File: config.mk
export PLATFORM = sky130hd
export DESIGN_NAME = prog_clk_divider_flat
export DESIGN_NICKNAME = d
export VERILOG_FILES = /design/src/rtl/prog_clk_divider_if.sv /design/src/rtl/prog_clk_divider.sv /design/src/flat_wrapper.sv
export SDC_FILE = /design/constraint.sdc
export NUM_CORES = 1
export LEC_CHECK = 0
export CORE_ASPECT_RATIO = 0.8
export CORE_MARGIN = 5
export CORE_UTILIZATION = 40
export DETAILED_ROUTE_END_ITERATION = 10
export PLACE_DENSITY = 0.67
export SKIP_LAST_GASP = 1
export SLEW_MARGIN = 20
export SYNTH_ARGS = -nofsm -noshare
export SYNTH_HDL_FRONTEND = slang
export SYNTH_SLANG_ARGS = --single-unit
File: constraint.sdc
create_clock -name clk_i -period 3.8 [get_ports clk_i]
set_input_delay 1.14 -clock clk_i [delete_from_list [all_inputs] [get_ports clk_i]]
set_output_delay 1.14 -clock clk_i [all_outputs]
set_load 0.005 [all_outputs]
File: src/rtl/prog_clk_divider_if.sv
// Control and status bundle for prog_clk_divider: run/load requests in,
// divided clock, period tick and load handshake out.
interface prog_clk_divider_if #(
    parameter int WIDTH = 8
);
    logic             en_i;
    logic             load_i;
    logic [WIDTH-1:0] div_i;
    logic             clk_o;
    logic             tick_o;
    logic             load_ack_o;
    logic             pend_o;

    modport master (
        output en_i, load_i, div_i,
        input  clk_o, tick_o, load_ack_o, pend_o
    );

    modport slave (
        input  en_i, load_i, div_i,
        output clk_o, tick_o, load_ack_o, pend_o
    );
endinterface

File: src/rtl/prog_clk_divider.sv
// Programmable divided-clock / tick generator. A newly loaded divisor is held
// pending and only takes effect at a period boundary, so clk_o never runts.
module prog_clk_divider #(
    parameter int WIDTH   = 8,
    parameter int DIV_RST = 2
) (
    input  logic                clk_i,
    input  logic                rst_i,
    prog_clk_divider_if.slave   bus
);
    typedef enum logic {IDLE, RUN} state_t;

    localparam logic [WIDTH-1:0] DIV_RST_V = WIDTH'(DIV_RST);
    localparam logic [WIDTH-1:0] DIV_MIN   = WIDTH'(2);

    state_t           state_q, state_d;
    logic [WIDTH-1:0] cnt_q, cnt_d;
    logic [WIDTH-1:0] div_q, div_d;
    logic [WIDTH-1:0] pend_q, pend_d;
    logic             pend_flag_q, pend_flag_d;
    logic             clk_q, clk_d;
    logic             tick_q, tick_d;
    logic             ack_q, ack_d;
    logic [WIDTH-1:0] load_val;
    logic             boundary;

    // Divisors below 2 cannot form a high and a low phase, so they are raised to 2.
    assign load_val = (bus.div_i < DIV_MIN) ? DIV_MIN : bus.div_i;

    // Leaving IDLE starts the first period; in RUN the wrap edge ends one.
    assign boundary = bus.en_i && ((state_q == IDLE) || (cnt_q == div_q - WIDTH'(1)));

    // NOTE: sequential state uses non-blocking assignments so every register
    // samples the pre-edge values computed by the combinational processes.
    always_ff @(posedge clk_i) begin
        if (rst_i) begin
            state_q     <= IDLE;
            cnt_q       <= '0;
            div_q       <= DIV_RST_V;
            pend_q      <= '0;
            pend_flag_q <= 1'b0;
            clk_q       <= 1'b0;
            tick_q      <= 1'b0;
            ack_q       <= 1'b0;
        end else begin
            state_q     <= state_d;
            cnt_q       <= cnt_d;
            div_q       <= div_d;
            pend_q      <= pend_d;
            pend_flag_q <= pend_flag_d;
            clk_q       <= clk_d;
            tick_q      <= tick_d;
            ack_q       <= ack_d;
        end
    end

    always_comb begin
        state_d = state_q;
        if (state_q == IDLE && bus.en_i)
            state_d = RUN;
    end

    // NOTE: every signal gets a default before the branches so no path leaves
    // it unassigned, which would otherwise infer a latch.
    always_comb begin
        cnt_d       = cnt_q;
        div_d       = div_q;
        pend_d      = pend_q;
        pend_flag_d = pend_flag_q;
        clk_d       = clk_q;
        tick_d      = 1'b0;
        ack_d       = 1'b0;

        if (bus.load_i) begin
            pend_d      = load_val;
            pend_flag_d = 1'b1;
        end

        if (boundary) begin
            cnt_d       = '0;
            tick_d      = 1'b1;
            pend_flag_d = 1'b0;
            // A same-edge request overrides an older pending one.
            if (bus.load_i) begin
                div_d = load_val;
                ack_d = 1'b1;
            end else if (pend_flag_q) begin
                div_d = pend_q;
                ack_d = 1'b1;
            end
        end else if (state_q == RUN && bus.en_i) begin
            cnt_d = cnt_q + WIDTH'(1);
        end

        // High while in the first floor(N/2) cycles of the period; frozen when disabled.
        if (boundary || (state_q == RUN && bus.en_i))
            clk_d = (cnt_d < (div_d >> 1));
    end

    assign bus.clk_o      = clk_q;
    assign bus.tick_o     = tick_q;
    assign bus.load_ack_o = ack_q;
    assign bus.pend_o     = pend_flag_q;
endmodule

File: src/flat_wrapper.sv
// flat-port wrapper written by rule: the top's interface ports become plain ports
module prog_clk_divider_flat 
#(
    parameter int WIDTH   = 8,
    parameter int DIV_RST = 2
)
  (clk_i, rst_i, bus_en_i, bus_load_i, bus_div_i, bus_clk_o, bus_tick_o, bus_load_ack_o, bus_pend_o);
  prog_clk_divider_if #(.WIDTH(WIDTH)) bus_i ();
  input  logic clk_i;
  input  logic rst_i;
  input wire logic [$bits(bus_i.en_i)-1:0] bus_en_i;
  input wire logic [$bits(bus_i.load_i)-1:0] bus_load_i;
  input wire logic [$bits(bus_i.div_i)-1:0] bus_div_i;
  output wire logic [$bits(bus_i.clk_o)-1:0] bus_clk_o;
  output wire logic [$bits(bus_i.tick_o)-1:0] bus_tick_o;
  output wire logic [$bits(bus_i.load_ack_o)-1:0] bus_load_ack_o;
  output wire logic [$bits(bus_i.pend_o)-1:0] bus_pend_o;
  assign bus_i.en_i = bus_en_i;
  assign bus_i.load_i = bus_load_i;
  assign bus_i.div_i = bus_div_i;
  assign bus_clk_o = bus_i.clk_o;
  assign bus_tick_o = bus_i.tick_o;
  assign bus_load_ack_o = bus_i.load_ack_o;
  assign bus_pend_o = bus_i.pend_o;
  prog_clk_divider #(.WIDTH(WIDTH), .DIV_RST(DIV_RST)) u_core (.clk_i(clk_i), .rst_i(rst_i), .bus(bus_i));
endmodule
==> After elaboration in Yosys (flattened, before gate mapping) <==
Index checks and enable logic that the tools add are counted.
{ "op_classes": {"magnitude_cmp": 2, "n_mux": 9, "addsub": 2, "eq_ne": 1, "n_reduce_logical": 9, "n_bitwise": 2} }
{ "ops": {"columns": ["op", "count"], "rows": [
  ["$mux 8", 6],
  ["$add 8x1->8 const B", 1],
  ["$eq 8x8->1", 1],
  ["$lt 8x2->1 const B", 1],
  ["$lt 8x7->1", 1],
  ["$sub 8x1->8 const B", 1],
  ["$reduce_or 2->1", 2],
  ["$logic_and 1x1->1", 3],
  ["$mux 1", 3],
  ["$logic_or 1x1->1", 2],
  ["$not 1->1", 2],
  ["$reduce_and 2->1", 1],
  ["$reduce_bool 2->1", 1]
]} }
{ "word_totals": {"word_cells": 34, "inputBits": 12, "out_inout_bits": 4, "ff_bits": 29} }

==> Logic depth before layout (Yosys ltp) <==
Gate-level depths: netlist (run 1).
{ "depth": {"word_depth": 6, "mapped_depth": 16} }

==> Worst setup path after synthesis (run 1) <==
No wires, ideal clock.
{ "synth_path": {"path_type": "input to register", "startpoint": "input bus_en_i", "endpoint": "register u_core.clk_q, in the netlist u_core.bus.clk_o", "cell_stages": 14, "setup_time_ns": 0.078, "path_slack_ns": -0.014, "arrival_time_ns": 3.736, "n_path_buf": 2, "path_cell_list": "clkbuf_1 > o2111ai_1 > or3_1 > o41ai_4 > o21ai_2 > buf_2 > a22oi_1 > ha_1 > a211oi_1 > o2111ai_1 > nand3_1 > mux2_2 > mux2i_1 > nor3_1"} }
{ "synth_between": {"elab_chain_len": 4} }
{ "synth_rtl": {"columns": ["element", "line", "text"], "rows": [
  ["from (decl)", "flat_wrapper.sv:11", "input wire logic [$bits(bus_i.en_i)-1:0] bus_en_i;"],
  ["$logic_and 1x1->1", "prog_clk_divider.sv:91, prog_clk_divider.sv:96", null],
  ["$mux 8", "prog_clk_divider.sv:91", "end else if (state_q == RUN && bus.en_i) begin"],
  ["$mux 8", "prog_clk_divider.sv:79", "if (boundary) begin"],
  ["$lt 8x7->1", "prog_clk_divider.sv:97", "clk_d = (cnt_d < (div_d >> 1));"],
  ["to (signal assigned)", "prog_clk_divider.sv:51", "clk_q <= clk_d;"],
  ["to (decl)", "prog_clk_divider.sv:21", "logic clk_q, clk_d;"]
]} }
Several ways; a longest one is shown, not always the timed one.
A chain may end at the register's enable or synchronous reset.

==> Worst setup path in the final report (run 1) <==
{ "layout_path": {"startpoint": "register u_core.div_q[0]", "endpoint": "register u_core.clk_q, in the netlist u_core.bus.clk_o"} }
{ "layout_between": {"elab_chain_len": 6} }
{ "layout_rtl": {"columns": ["element", "line", "text"], "rows": [
  ["from (decl)", "prog_clk_divider.sv:18", "logic [WIDTH-1:0] div_q, div_d;"],
  ["from (signal assigned)", "prog_clk_divider.sv:48", "div_q <= div_d;"],
  ["$sub 8x1->8 *", "prog_clk_divider.sv:31", "assign boundary = bus.en_i && ((state_q == IDLE) || (cnt_q == div_q - WIDTH'(1)));"],
  ["$eq 8x8->1 *", "prog_clk_divider.sv:31", null],
  ["$logic_or 1x1->1 *", "prog_clk_divider.sv:31", null],
  ["$logic_and 1x1->1 *", "prog_clk_divider.sv:31", null],
  ["$mux 8", "prog_clk_divider.sv:79", null],
  ["$lt 8x7->1", "prog_clk_divider.sv:97", null]
]} }
Every way passes the cells marked *; elsewhere a longest branch is shown, timed or not.

==> results of run 1 <==
## power by group through the flow
stage / clock (mW) / combinational (mW) / sequential, mW
floorplan: 0 / 0.0976 / 0.336
global placement: 0 / 0.146 / 0.342
detailed placement: 0 / 0.147 / 0.342
CTS: 0.340 / 0.151 / 0.335
global route: 0.352 / 0.182 / 0.339
finish: 0.331 / 0.166 / 0.336
## sequential cells by signal, summed over array words and instances, names as in the netlist
signal	count
u_core.state_q	1
u_core.div_q	8
u_core.cnt_q	8
u_core.bus.load_ack_o	1
u_core.bus.clk_o	1
u_core.bus.tick_o	1
u_core.pend_q	8
u_core.bus.pend_o	1
## final cells by class
type / instances / area [sq um]
fill: 358 / 1980
inverter: 5 / 18.8
timing repair buffer: 32 / 292
tap: 57 / 71.3
clock buffer: 7 / 86.3
sequential: 29 / 581
multi-input combinational: 154 / 1120
clock inverter: 1 / 30.0
## logic make-up (layout without fill, tap and decap cells)
| logic type | after synthesis | in the layout | synth area share, % |
|---|---|---|---|
| AO/OA/AOI/OAI | 38 | 38 | 18.5 |
| XOR/XNOR | 15 | 15 | 7.63 |
| adder cells (fa/ha/maj) | 8 | 8 | 5.81 |
| buffers and inverters | 18 | 45 | 4.36 |
| flip-flops | 29 | 29 | 33.7 |
| multiplexers | 9 | 9 | 5.31 |
| AND/OR/NAND/NOR | 84 | 84 | 24.6 |
## layout by cell type (no fill, tap or decap), types with 2 or more instances in the layout
cell	Yosys	layout
nand2b_1	3	3
a31oi_1	2	2
a22o_1	7	7
a32o_1	6	6
buf_4	1	15
o21ai_0	2	2
xor2_1	7	7
clkbuf_8	0	6
a22oi_2	0	4
xnor2_1	8	8
inv_1	5	5
nand3_1	7	6
nor3_1	16	15
ha_2	0	3
mux2i_1	8	8
nand2_1	9	9
dfxtp_1	29	29
o2111ai_1	2	2
clkdlybuf4s50_1	0	14
a22oi_1	6	2
nor4_1	3	3
nor2b_1	13	13
a21oi_1	4	4
ha_1	8	5
nor2_1	24	24
## how the worst min path moves through the flow
| stage | endpoint | slack, ps | cells after the start | from |
|---|---|---|---|---|
| global route | u_core.pend_q[1] | 510 | 2 | u_core.pend_q[1] |
| floorplan | u_core.pend_q[0] | 450 | 2 | u_core.pend_q[0] |
| CTS | u_core.pend_q[1] | 480 | 2 | u_core.pend_q[1] |
| finish | u_core.pend_q[0] | 480 | 2 | u_core.pend_q[0] |
| global placement | u_core.pend_q[1] | 460 | 2 | u_core.pend_q[1] |
| detailed placement | u_core.pend_q[1] | 470 | 2 | u_core.pend_q[1] |
## repair_timing
action,in CTS,in global routing
gates resized for setup,2,14
setup endpoints to repair,1,1
pin swaps,0,6
buffers inserted,1,2
## routing by layer
metal / vias to the layer above / share of wire, % / track usage (%)
met3: 4 / 2.2 / 4.28
met5: - / 0 / 0
met2: 17 / 45 / 24.6
met4: 0 / 1.2 / 5.10
li1: 779 / - / -
met1: 714 / 52 / 19.2
## worst max-delay path, cell delays in order (launching register included)
cell and delay [ps]:
dfxtp_1 430, inv_1 100, ha_1 320, xor2_1 180
o2111ai_1 130, or3_4 350, o41ai_4 350, buf_4 200
o21ai_4 90, buf_4 160, a22oi_2 180, ha_2 210
o21ai_0 90, nand2_1 90, nand3_1 90, mux2_2 270
mux2i_1 130, nor3_1 50
==> summary.md, run 1 <==
| Metric | Value |
|---|---|
| P_int | 0.620 mW |
| Cts bufs inserted | 5 |
| Setup CP Type | reg2reg |
| Post-synth net total | 221 |
| Seq/Total Area, Yosys | 33.7% |
| Initial antenna violation count | 0 |
| Peak supply drop | 0.000219 V |
| Reg clk slew, reported paths | 60 ps |
| DP Cell Count | 274 |
| P per Cell Area | 379 mW/mm^2 |
| CP Data Arrival Time | 3710 ps |
| DRC violations left | 0 |
| FF-to-FF Start | u_core.div_q[0] |
| Post-route ant nets | 0 |
| Mapped Avg Cell Area | 8.57 sq um |
| Tightest Pin Transition | 530 ps |
| Synth cell count leaders | 29 x dfxtp_1, 24 x nor2_1, 16 x nor3_1, 13 x nor2b_1, 9 x nand2_1 |
| GPL Wtd Cong | 0.827 |
| Non-Filler Instances | 285 |
| Max-Cap Viols | 0 |
| Total power | 0.833 mW |
| Final setup margin | 261 ps |
| Slew HR | 64.6% |
| Sw Share | 25.6% |
| WL/cell | 14.1 microns |
| Core area | 0.00418 sq mm |
| Pin count of the biggest net entering global routing | 22 |
| Placed wire-length estimate | 2880 microns |
| Clock network power share | 39.7% |
| Cells after Synth | 201 |
| Flip-flop and latch count after synthesis | 29 |
| Global-route wire length before repair | 6800 microns |
| Total wire length | 4030 microns |
| Cell area after layout | 0.00220 sq mm |
| Hold Slack | 482 ps |
| Total I/O pin count | 16 |
| R2R Path End | u_core.bus.clk_o |
| Fraction of registers with async set/reset | 0% |
| Max Fclk | 0.283 GHz |
| GRT Util Overall | 15.0% |
| Die Footprint | 0.00572 sq mm |
| CP startpoint | u_core.div_q[0] |
| Fin crit share | 93.1% |
| CP max FO | 7 |
| WP data required | 3970 ps |
| DR pass1 iterations | 4 |
| P_sw | 0.213 mW |
| Ranking of synthesized cells by area | dfxtp_1 34%, ha_1 5.8%, nor2_1 5.2% |
| Slew Limit Fails | 0 |
| Layout area overhead | 27.8% |
| Antenna cell count | 0 |
| Worst-Skew Late Latency | 280 ps |
| Worst Setup EP | u_core.bus.clk_o |
| CTS Buffer Depth | 2 |
| Hold WC Path Type | reg2reg |
| Placed Area | 0.00199 sq mm |
| Clock skew | 4.77 ps |
| Outcome | finished clean |
| Count leader, synth | dfxtp_1 |
| Initial detailed-routing violation count | 71 |
| Synth unique cells | 42 |
| Final Setup Violations | 0 |
| Leading area contributor after synthesis | dfxtp_1 |
| Syn Std Cell Area | 0.00172 sq mm |
| Starting Density | 41.2% |
| Chip Height | 68.7 microns |
| Worst reg2reg path depth | 17 |
| Max H-tree Level | 2 |
| Static Leak | 0.867 nW |
| Vias in the first global route | 1487 |
| Yosys top cell area share | 33.7% |
| Setup WS pre-CTS | -327 ps |
| Vias | 1514 |
| # hold bufs at CTS | 0 |
| Clk sink count | 29 |
| Logic gate share of total power | 19.9% |
| Startpoint types | flop |
| Synth warnings | 0 |
| Primary FF master, synth | dfxtp_1 |
| Avg Vias per Cell | 5.31 |
| Critical path endpoint category | flop |
| Root buffer cell | clkbuf_8 |
| Nets | 247 |
| CTS tree | yes |
| R2R setup slack | 260 ps |
| Total grt overflow | 0 |
| # rows | 21 |
| Final core utilization | 52.7% |
| Setup Total Neg Slack | 0 ps |
| RSZ-0062 raised after global routing | false |
| Port bufs | 15 |
| Post-synth EDFFs | 0 |
| Sequential Power Share | 40.4% |
| Die X | 83.4 microns |
| Fin. Hold Viols | 0 |
| Min cycle time layout | 3540 ps |
| Share of layout cells above drive strength 1 | 17.5% |
No activity file was read; power rests on OpenSTA's default activity.
==> inputs of run 2 (changes only) <==
--- a/config.mk
+++ b/config.mk
@@ -5,6 +5,7 @@
 export SDC_FILE = /design/constraint.sdc
 export NUM_CORES = 1
 export LEC_CHECK = 0
+export ABC_AREA = 1
 export CORE_ASPECT_RATIO = 0.8
 export CORE_MARGIN = 5
 export CORE_UTILIZATION = 40
==> summary.md, run 2 <==
| Metric | Value |
|---|---|
| Static Leak | 0.887 nW |
| Total wire length | 3810 microns |
| Vias in the first global route | 1362 |
| Hold_sp | u_core.pend_q[7] |
| # rows | 21 |
| DR WL met3 | 210 microns |
| Routed wl met2 | 1600 microns |
| Antenna cell count | 0 |
| Hold depth | 2 |
| Slew Limit Fails | 0 |
| Synth warnings | 0 |
| Global-route wire length before repair | 6340 microns |
| Worst-Skew Late Latency | 290 ps |
| Final setup margin | 534 ps |
| Slew HR | 58.7% |
| Core area | 0.00410 sq mm |
| Clock network power share | 35.9% |
| CTS Buffer Depth | 2 |
| P_int | 0.496 mW |
| R2R setup slack | 700 ps |
| Seq/Total Area, Yosys | 34.8% |
| Slowest-stage cell, CP | clkdlybuf4s50_1 |
| Primary FF master, synth | dfxtp_1 |
| Fin crit share | 85.9% |
| Share of layout cells above drive strength 1 | 10.9% |
| Placed wire-length estimate | 3000 microns |
| Hold WC Path Type | reg2reg |
| Slowest stage delay, CP | 640 ps |
| Crit path max-delay family | simple AND/OR/NAND/NOR gates |
| Pin count of the biggest net entering global routing | 17 |
| Initial detailed-routing violation count | 87 |
| Peak supply drop | 0.000214 V |
| Clock skew | 8.01 ps |
| Tightest Pin Transition | 617 ps |
| Vias | 1548 |
| Fin. Hold Viols | 0 |
| CP max FO | 6 |
| Setup CP Type | in2reg |
| Port bufs | 15 |
| Leading area contributor after synthesis | dfxtp_1 |
| Postcts setup bufs | 0 |
| Commonest non-fill, non-tap cell in the layout | nand2_1 |
| DRC violations left | 0 |
| Most frequent cells in the layout | 51 x nand2_1, 40 x nor2_1, 29 x dfxtp_1, 27 x inv_1, 18 x a21oi_1 |
| Count leader, synth | nand2_1 |
| Starting Density | 40.7% |
| Flip-flop and latch count after synthesis | 29 |
| Post-synth EDFFs | 0 |
| P_sw | 0.196 mW |
| Post-route ant nets | 0 |
| Die Footprint | 0.00557 sq mm |
| Synth cell count leaders | 51 x nand2_1, 40 x nor2_1, 29 x dfxtp_1, 27 x inv_1, 18 x a21oi_1 |
| Nets | 285 |
| Max H-tree Level | 2 |
| Startpoint types | primary input |
| Mapped Avg Cell Area | 6.80 sq um |
| Worst reg2reg path depth | 21 |
| Max-Cap Viols | 0 |
| Cell Chain, Critical Path | clkdlybuf4s50_1, nand2_1, nor2_1, nand3_1, nor3_1, xor2_1, inv_1, nor2_1, ha_1, nand2_2, o21ai_2, nor2_2, nand2_1, a21oi_2 |
| CP Data Arrival Time | 3480 ps |
| Chip Height | 67.7 microns |
| R2R Path End | u_core.bus.clk_o |
| Largest regs | u_core.cnt_q: 8 flops, u_core.div_q: 8 flops, u_core.pend_q: 8 flops |
| RSZ-0062 raised after global routing | false |
| GPL Wtd Cong | 0.871 |
| Cells after Synth | 245 |
| CP Buf/Inv Count | 2 |
| PostCTS Resize Cnt | 0 |
| Die X | 82.2 microns |
| FF-to-FF Start | u_core.div_q[0] |
| # fillers | 459 |
| Yosys top cell area share | 34.8% |
| Post-synth net total | 265 |
| GRT Util Overall | 15.5% |
| Critical path endpoint category | flop |
| Setup Total Neg Slack | 0 ps |
| Fraction of registers with async set/reset | 0% |
| Met1 WL | 1960 microns |
| Reg clk slew, reported paths | 60 ps |
| Outcome | finished clean |
| Final core utilization | 48.0% |
| DR pass1 iterations | 4 |
| Root buffer cell | clkbuf_8 |
| Cts bufs inserted | 5 |
| Synth unique cells | 34 |
| Sequential cell area | 581 sq um |
| Total grt overflow | 0 |
| Final Setup Violations | 0 |
| Logic gate share of total power | 16.9% |
| Ranking of synthesized cells by area | dfxtp_1 35%, nand2_1 11%, nor2_1 9.0% |
| Layout area overhead | 18.2% |
| WP data required | 4020 ps |
| Initial antenna violation count | 0 |
| Syn Std Cell Area | 0.00167 sq mm |
| Sw Share | 28.4% |
| Multi-input logic area | 930 sq um |
| Total I/O pin count | 16 |
| P per Cell Area | 351 mW/mm^2 |
| CP startpoint | bus_en_i |
| Clk sink count | 29 |
| Max Fclk | 0.306 GHz |
| Sink of the worst hold path | u_core.pend_q[7] |
| WL/cell | 11.8 microns |
| CTS tree | yes |
| Min cycle time layout | 3270 ps |
| Setup WS pre-CTS | 286 ps |
| # hold bufs at CTS | 0 |
| Avg Vias per Cell | 4.79 |
| Sequential Power Share | 47.2% |
| Top Metal Used | met4 |
run 2: cell count changes after synthesis, sizes merged, moves of 6 or more:
cell / previous run / this run
nand2: 9 / 55
inv: 5 / 35
nor2: 24 / 44
a21oi: 4 / 19
nor2b: 13 / 0
nor3: 16 / 8
mux2i: 8 / 1
a22o: 7 / 1
a32o: 6 / 0
xnor2: 8 / 2
run 2: worst max path at each step:
stage                             to  slack [ps]  depth (start not counted)
floorplan           u_core.bus.clk_o        1040                         11
CTS                 u_core.bus.clk_o         550                         14
global route        u_core.bus.clk_o         380                         14
detailed placement  u_core.bus.clk_o         290                         14
finish              u_core.bus.clk_o         530                         14
global placement    u_core.bus.clk_o         350                         14
run 2: cells by family after synthesis:
| group | count (synthesis) | synth area share, % |
|---|---|---|
| adder cells (fa/ha/maj) | 8 | 6.01 |
| XOR/XNOR | 8 | 4.65 |
| buffers and inverters | 41 | 9.38 |
| flip-flops | 29 | 34.8 |
| multiplexers | 1 | 0.601 |
| AND/OR/NAND/NOR | 125 | 33.0 |
| AO/OA/AOI/OAI | 33 | 11.6 |
run 2: final cells by class:
| type | count | share of cell area (%) |
|---|---|---|
| inverters | 36 | 6.86 |
| flip-flops and latches | 29 | 29.5 |
| multi-input cells | 175 | 47.2 |
| well taps | 57 | 3.62 |
| repair buffers | 18 | 8.77 |
| clock buffers | 8 | 4.07 |
run 2: power groups by stage:
| stage | logic [mW] | clock network, mW | registers (mW) |
|---|---|---|---|
| finish | 0.117 | 0.248 | 0.327 |
| global route | 0.134 | 0.268 | 0.328 |
| CTS | 0.118 | 0.248 | 0.327 |
| detailed placement | 0.117 | 0 | 0.333 |
| global placement | 0.115 | 0 | 0.333 |
| floorplan | 0.0772 | 0 | 0.331 |
run 2: through the flow:
stage	cell area (sq um)	cells	hold slack, ps	total power [mW]
2_1_floorplan	1670	245	443	0.408
3_3_place_gp	1890	315	457	0.448
3_5_place_dp	1890	315	463	0.450
4_1_cts	1970	323	471	0.693
5_1_grt	1970	323	490	0.730
6_report	1970	323	466	0.692
run 2: tightest hold or removal path, stage by stage, from the launching register on:
cell and delay (ps):
dfxtp_1 290, nand2_1 70, a21oi_1 60
run 2: routing by layer:
layer / vias to the layer above / global-route usage, %
met3: 5 / 4.40
li1: 814 / -
met2: 37 / 23.0
met5: - / 0
met1: 692 / 21.3
met4: 0 / 5.60
==> inputs of run 3 (changes only) <==
--- a/config.mk
+++ b/config.mk
@@ -8,9 +8,9 @@
 export ABC_AREA = 1
 export CORE_ASPECT_RATIO = 0.8
 export CORE_MARGIN = 5
-export CORE_UTILIZATION = 40
+export CORE_UTILIZATION = 51
 export DETAILED_ROUTE_END_ITERATION = 10
-export PLACE_DENSITY = 0.67
+export PLACE_DENSITY = 0.81
 export SKIP_LAST_GASP = 1
 export SLEW_MARGIN = 20
 export SYNTH_ARGS = -nofsm -noshare
==> summary.md, run 3 (synthesis results as in run 2) <==
| Metric | Value |
|---|---|
| Initial antenna violation count | 0 |
| Cts bufs inserted | 5 |
| WL/cell | 11.8 microns |
| Nets | 285 |
| Worst Setup EP | u_core.bus.clk_o |
| Avg Vias per Cell | 5.00 |
| Hold WC Path Type | reg2reg |
| CTS Buffer Depth | 2 |
| PostCTS Resize Cnt | 0 |
| Setup CP Type | in2reg |
| Total wire length | 3610 microns |
| Max H-tree Level | 2 |
| Chip Height | 61.1 microns |
| Port bufs | 15 |
| Postcts setup bufs | 0 |
| P_sw | 0.201 mW |
| Total grt overflow | 0 |
| Final Setup Violations | 0 |
| Largest regs | u_core.cnt_q: 8 flops, u_core.div_q: 8 flops, u_core.pend_q: 8 flops |
| FF-to-FF Start | u_core.div_q[0] |
| Slew Limit Fails | 0 |
| Logic gate share of total power | 16.8% |
| Starting Density | 53.6% |
| GRT Util Overall | 18.6% |
| CP max FO | 6 |
| Initial detailed-routing violation count | 107 |
| Slew HR | 62.4% |
| Sw Share | 29.0% |
| Startpoint types | primary input |
| Setup Total Neg Slack | 0 ps |
| Commonest non-fill, non-tap cell in the layout | nand2_1 |
| # hold bufs at CTS | 0 |
| Fin. Hold Viols | 0 |
| Max Fclk | 0.315 GHz |
| P_int | 0.492 mW |
| Worst reg2reg path depth | 22 |
| GPL Wtd Cong | 0.857 |
| Critical path endpoint category | flop |
| Clock skew | 6.75 ps |
| R2R setup slack | 780 ps |
| Hold_sp | u_core.pend_q[0] |
| CP startpoint | bus_en_i |
| Fin crit share | 83.5% |
| Worst-Skew Late Latency | 290 ps |
| Vias | 1531 |
| Sequential Power Share | 47.1% |
| Final core utilization | 62.9% |
| WP data required | 4020 ps |
| Cell area after layout | 0.00195 sq mm |
| Core area | 0.00311 sq mm |
| RSZ-0062 raised after global routing | false |
| Max-Cap Viols | 0 |
| Share of layout cells above drive strength 1 | 12.0% |
| Outcome | finished clean |
| Post-route ant nets | 0 |
| Root buffer cell | clkbuf_8 |
| Pin count of the biggest net entering global routing | 15 |
| CP Data Arrival Time | 3390 ps |
| Vias in the first global route | 1374 |
| CTS tree | yes |
| Die X | 73.9 microns |
| R2R Path End | u_core.bus.clk_o |
| Total I/O pin count | 16 |
| Antenna cell count | 0 |
| DRC violations left | 0 |
| Clk sink count | 29 |
| Global-route wire length before repair | 6150 microns |
| Peak supply drop | 0.000324 V |
| Placed wire-length estimate | 2830 microns |
| Most frequent cells in the layout | 51 x nand2_1, 40 x nor2_1, 29 x dfxtp_1, 27 x inv_1, 18 x a21oi_1 |
| Layout area overhead | 17.3% |
| P per Cell Area | 354 mW/mm^2 |
| Min cycle time layout | 3170 ps |
| DR pass1 iterations | 4 |
| Tightest Pin Transition | 562 ps |
| Placed Area | 0.00187 sq mm |
| Reg clk slew, reported paths | 60 ps |
| Die Footprint | 0.00452 sq mm |
| Static Leak | 0.892 nW |
| Clock network power share | 36.1% |
| # rows | 18 |
## run 3: cell types whose count changed in the layout (fill, tap and decap cells not counted), sizes merged
cell,previous run,this run
clkbuf,8,5
clkinvlp,0,1
clkinv,1,3
## run 3: worst min-delay path by stage
stage,endpoint,depth (start not counted),slack (ps)
after global placement,u_core.pend_q[7],2,460
final,u_core.pend_q[0],2,470
after floorplan,u_core.pend_q[7],2,440
after global routing,u_core.pend_q[0],2,490
after CTS,u_core.pend_q[0],2,470
after detailed placement,u_core.pend_q[0],2,460
## run 3: through the flow
| stage | hold WS [ps] | setup slack (ps) | total power, mW | instances |
|---|---|---|---|---|
| floorplan | 443 | 1040 | 0.408 | 245 |
| global placement | 455 | 373 | 0.447 | 298 |
| detailed placement | 459 | 346 | 0.448 | 298 |
| CTS | 469 | 635 | 0.700 | 306 |
| global route | 491 | 396 | 0.731 | 306 |
| finish | 473 | 628 | 0.692 | 306 |
## run 3: routing by layer
layer  vias up  global-route usage, %  routed length, microns
li1        819                      -                       -
met5         -                      0                       0
met4         0                   9.30                      85
met3         8                   4.40                     215
met1       670                   25.0                    1830
met2        34                   27.9                    1490
## run 3: critical path: stages
cell and delay [ps]:
clkdlybuf4s50_1 640, nand2_1 150, nor2_1 170, nand3_1 140, nor3_1 190, xor2_1 170, inv_1 70, nor2_1 110
ha_1 240, nand2_2 80, o21ai_2 50, nor2_2 70, nand2_1 70, a21oi_2 100
## run 3: area by class of cell
cell class | count | area, sq um
Multi-Input combinational cell | 175 | 930
Tap cell | 40 | 50.0
Inverter | 36 | 135
Clock inverter | 3 | 17.5
Timing Repair Buffer | 18 | 173
Clock buffer | 5 | 68.8
Sequential cell | 29 | 581
Fill cell | 290 | 1150
## run 3: power by group through the flow
stage / Clock, mW / Combinational, mW / Sequential (mW)
2_1_floorplan: 0 / 0.0772 / 0.331
3_3_place_gp: 0 / 0.114 / 0.333
3_5_place_dp: 0 / 0.115 / 0.333
4_1_cts: 0.258 / 0.116 / 0.326
5_1_grt: 0.270 / 0.133 / 0.328
6_report: 0.250 / 0.116 / 0.326
